File: config.mk
export PLATFORM = sky130hd
export DESIGN_NAME = cook_timer_countdown
export DESIGN_NICKNAME = d
export VERILOG_FILES = /design/src/rtl/cook_timer_countdown.sv
export SDC_FILE = /design/constraint.sdc
export NUM_CORES = 1
export LEC_CHECK = 0
export CAP_MARGIN = 25
export CORE_MARGIN = 5
export CORE_UTILIZATION = 60
export CTS_BUF_LIST = sky130_fd_sc_hd__clkbuf_4 sky130_fd_sc_hd__clkbuf_8
export CTS_CLUSTER_DIAMETER = 150
export DETAILED_ROUTE_END_ITERATION = 6
export PLACE_DENSITY = 0.95
export RECOVER_POWER = 25
export SLEW_MARGIN = 10
export SYNTH_ARGS = -nofsm -noshare
export SYNTH_HDL_FRONTEND = slang
export SYNTH_SLANG_ARGS = --single-unit
File: constraint.sdc
create_clock -name clk -period 6.4 [get_ports clk]
set_input_delay 0.64 -clock clk [delete_from_list [all_inputs] [get_ports clk]]
set_output_delay 0.64 -clock clk [all_outputs]
set_load 0.005 [all_outputs]
File: src/rtl/cook_timer_countdown.sv
// Microwave cook-time counter: keypad digits shift into a BCD MM:SS
// register and count down once per second while the magnetron runs.
module cook_timer_countdown #(
    parameter int TICKS_PER_SEC = 100
) (
    input  logic       clk,
    input  logic       rst,
    input  logic       clearn,
    input  logic       digit_valid,
    input  logic [3:0] digit,
    input  logic       mag_on,
    output logic [3:0] min_tens,
    output logic [3:0] min_ones,
    output logic [3:0] sec_tens,
    output logic [3:0] sec_ones,
    output logic       timer_done
);

    localparam int PW = (TICKS_PER_SEC > 2) ? $clog2(TICKS_PER_SEC) : 1;
    localparam logic [PW-1:0] PMAX = PW'(TICKS_PER_SEC - 1);

    logic [PW-1:0] presc;
    logic          time_zero;
    logic          run;
    logic          tick;
    logic          entry_ok;
    logic [3:0]    d_mt, d_mo, d_st, d_so;
    logic          dec_zero;

    assign time_zero = (min_tens == 4'd0) && (min_ones == 4'd0) &&
                       (sec_tens == 4'd0) && (sec_ones == 4'd0);
    assign run       = mag_on && !time_zero;
    assign tick      = run && (presc == PMAX);
    assign entry_ok  = !mag_on && digit_valid && (digit <= 4'd9);

    // BCD decrement with borrow; sec_tens reloads as 5 on a minute borrow
    always_comb begin
        d_mt = min_tens;
        d_mo = min_ones;
        d_st = sec_tens;
        d_so = sec_ones;
        if (sec_ones != 4'd0) begin
            d_so = sec_ones - 4'd1;
        end else begin
            d_so = 4'd9;
            if (sec_tens != 4'd0) begin
                d_st = sec_tens - 4'd1;
            end else begin
                d_st = 4'd5;
                if (min_ones != 4'd0) begin
                    d_mo = min_ones - 4'd1;
                end else begin
                    d_mo = 4'd9;
                    d_mt = min_tens - 4'd1;
                end
            end
        end
    end

    assign dec_zero = (d_mt == 4'd0) && (d_mo == 4'd0) &&
                      (d_st == 4'd0) && (d_so == 4'd0);

    // Digit register, prescaler and done flag: reset > clear > count > entry
    always_ff @(posedge clk) begin
        if (rst || !clearn) begin
            min_tens   <= 4'd0;
            min_ones   <= 4'd0;
            sec_tens   <= 4'd0;
            sec_ones   <= 4'd0;
            presc      <= '0;
            timer_done <= 1'b0;
        end else if (run) begin
            if (tick) begin
                presc    <= '0;
                min_tens <= d_mt;
                min_ones <= d_mo;
                sec_tens <= d_st;
                sec_ones <= d_so;
                if (dec_zero) begin
                    timer_done <= 1'b1;
                end
            end else begin
                presc <= presc + PW'(1);
            end
        end else begin
            if (time_zero) begin
                presc <= '0;
            end
            if (mag_on && time_zero) begin
                timer_done <= 1'b1;
            end else if (entry_ok) begin
                min_tens   <= min_ones;
                min_ones   <= sec_tens;
                sec_tens   <= sec_ones;
                sec_ones   <= digit;
                timer_done <= 1'b0;
            end
        end
    end

endmodule

==> run_results.csv <==
group,metric,value,unit
routing,wl_per_cell,18.6,µm
logic_synthesis,yosys_warnings,0,
cts,holdBufCountCts,0,
outcome,status,"finished clean",
cts,htree_num_levels,1,
cells_and_area,nets,243,
cts,cts_setup_buffers,0,
logic_synthesis,synthesis.area,1640,µm²
critical_path,critPathBufInv,3,
grt,grt_pass1_vias,1662,
critical_path,reg2reg_depth,7,
critical_path,slowest_stage,"a21oi_1",
logic_synthesis,ys_seq_area_share,29.3,%
logic_synthesis,avgSynthCellArea,7.73,µm²
critical_path,path_delay_family,"compound AO/OA/AOI/OAI gates",
grt,grt_use_total,24.7,%
sta,rsz0062_at_grt,"no",
logic_synthesis,synthArstFlopShare,0,%
floorplan,start_util,61.0,%
floorplan,die_area,3880,µm²
routing,drc,0,
logic_synthesis,postSynthCellCount,212,
min_path,hold_class,"flop to flop",
critical_path,start_kind,"input pin",
sta,drv_slew,0,
critical_path,endpoint_kind,"flop",
min_path,min-delay-start,"presc[6]",
power,finalPower,0.294,mW
cells_and_area,antenna_cells,0,
job,maxCapViolations,0,
min_path,min_path_cells,2,
routing,drt_iter0_drc,176,
critical_path,max_stage_delay,0.78,ns
cts,insertion_delay,0.33,ns
critical_path,crit_arrival,3.41,ns
placed_design,dp_hpwl,3.49,mm
cells_and_area,drive_gt1_share,6.09,%
routing,final_antenna_net_count,0,
sta,timing.hold.ws,0.500,ns
sta,final.setup.tns,0,ns
cts,clockBufferDepth,2,
logic_synthesis,synthFlopType,"dfxtp_1",
cells_and_area,n_fill_cell,222,
cts,cts.clk_slew.worst_paths,0.14,ns
routing,via_per_inst,7.09,
routing,vias,1851,
routing,wirelength,4.85,mm
critical_path,worstPathRequired,6.64,ns
routing,firstDrtPassIters,6,
floorplan,core-area,2690,µm²
min_path,hold-path-endpoint,"presc[6]",
sta,worst_slew_margin_rel,34.5,%
floorplan,die_x,62.3,µm
sta,post-route-period-util,49.5,%
power,p_leak,0.697,nW
logic_synthesis,syn_nets,224,
logic_synthesis,synth_cell_types,53,
critical_path,r2r-end,"sec_ones[0]",
sta,period_minus_slack,3.17,ns
sta,worstMarginPinSlew,0.981,ns
cts,tritoncts,"done",
grt,grt_first_pass_wirelength,8.03,mm
cells_and_area,syn_to_final_growth,16.8,%
critical_path,r2r_setup_slack,3.62,ns
placed_design,io_buffers,25,
critical_path,rr_startpoint,"min_tens[0]",
power,p_per_area,153,nW/µm²
sta,max_clock_freq,0.316,GHz
placed_design,gp_congestion,0.950,
logic_synthesis,ys_ff_latch,24,
cells_and_area,final_util,71.3,%
cts,ctsResizeCount,0,
sta,final_hold_viol_count,0,
grt,grt_start_max_net_pins,25,
critical_path,crit_path_cell_trace,"clkdlybuf4s50_1, buf_4, inv_1, and3_1, a21oi_1, nor2_1, o211a_1",
logic_synthesis,synth_edf_count,0,
sta,clock_skew,0.00106,ns
grt,antenna_found_initial,0,
floorplan,die_h,62.3,µm
sta,setup_violations,0,
power,ir_worst_vdd,0.132,mV
floorplan,rows,19,
cts,cts_sinks,24,
grt,gr-total-overflow,0,
critical_path,path_class,"input pin to flop",
cts,cts_buffers,3,
critical_path,crit_fanout,24,
floorplan,io_pins,26,
cts,cts_root_buffer,"clkbuf_4",
## state kept, by name, indices dropped and copies added (netlist names)
| name | cells |
|---|---|
| sec_tens | 4 |
| min_tens | 4 |
| sec_ones | 4 |
| timer_done | 1 |
| min_ones | 4 |
| presc | 7 |
## how the worst max path moves through the flow
| stage | startpoint | endpoint | slack [ns] | cells past startpoint |
|---|---|---|---|---|
| after floorplan | digit[2] | sec_ones[2] | 4.23 | 7 |
| after global placement | mag_on | sec_tens[0] | 3.04 | 7 |
| after detailed placement | mag_on | sec_tens[0] | 2.97 | 7 |
| after CTS | mag_on | sec_tens[0] | 3.30 | 7 |
| after global routing | mag_on | sec_tens[0] | 3.00 | 7 |
| final | mag_on | sec_tens[0] | 3.23 | 7 |
## metal layers
metal / up-vias / wire (µm) / track usage [%]
met5: - / 0 / 0
met4: 0 / 176 / 12.2
met3: 21 / 424 / 2.70
met2: 108 / 2220 / 38.6
met1: 855 / 2030 / 33.6
li1: 867 / - / -
## cell type report
cell class | count | area [µm²] | share of cell area [%]
Tap cell | 31 | 38.8 | 2.03
Sequential cell | 24 | 480 | 25.1
Clock buffer | 4 | 36.3 | 1.90
Timing Repair Buffer | 26 | 258 | 13.5
Multi-Input combinational cell | 170 | 1080 | 56.3
Inverter | 6 | 22.5 | 1.18
## cell usage after synthesis (4+ instances only)
| cell type | instances | share of area, % |
|---|---|---|
| dfxtp_1 | 24 | 29 |
| nand2_1 | 20 | 4.6 |
| a21oi_1 | 16 | 4.9 |
| nor2_1 | 15 | 3.4 |
| o22ai_1 | 11 | 4.2 |
| nand3_1 | 10 | 3.1 |
| clkbuf_1 | 9 | 2.1 |
| o21ai_0 | 9 | 2.7 |
| o31ai_1 | 9 | 4.1 |
| nor3_1 | 8 | 2.4 |
| inv_1 | 6 | 1.4 |
| a211oi_1 | 4 | 1.8 |
| and3_1 | 4 | 1.5 |
| nor2b_1 | 4 | 1.5 |
| or4_1 | 4 | 1.8 |
## layout by cell type (no fill, tap or decap), types with 2 or more instances in the layout
cell,n
a32oi_1,3
mux2i_1,2
and3_1,4
a2111oi_0,2
o211a_1,2
nor2b_1,4
o211ai_1,2
nand4_1,2
a21oi_1,16
dlygate4sd3_1,10
nand2b_1,2
nand2_1,20
nor2_1,15
or4_1,4
o31ai_1,9
or3_1,3
a211oi_1,4
nand3b_1,2
clkdlybuf4s50_1,15
inv_1,6
dfxtp_1,24
o31a_1,2
or2_2,2
o21ai_0,9
ha_1,3
nand3_1,10
clkbuf_4,3
o221ai_1,2
a311oi_1,2
nor4_1,3
nor3_1,8
a31oi_1,3
o22ai_1,11
## worst min-delay path: stages, from the launching register on
cell     delay, ns
dfxtp_1       0.36
nand2_1       0.06
a21oi_1       0.05
## stage by stage
stage                     area, µm²  setup slack, ns  cells
after global placement         1880             3.04    257
after floorplan                1640             4.23    212
after CTS                      1910             3.30    261
after global routing           1910             3.00    261
after detailed placement       1880             2.97    257
final                          1910             3.23    261
## kinds of logic after synthesis
logic type / after synthesis / share of synthesized area, %
DFF: 24 / 29.3
muxes: 2 / 1.22
adders and majority gates: 3 / 2.29
xor gates and xnor gates: 1 / 0.534
and+or+nand+nor: 86 / 28.4
AOI/OAI and AO/OA: 78 / 33.4
buffers and inverters: 18 / 4.89
## where the power goes
part	switching (mW)	internal (mW)	total (mW)
sequential	0.00212	0.151	0.153
combinational	0.0350	0.0208	0.0559
clock	0.0496	0.0349	0.0846
(Power assumes the default switching activity.)
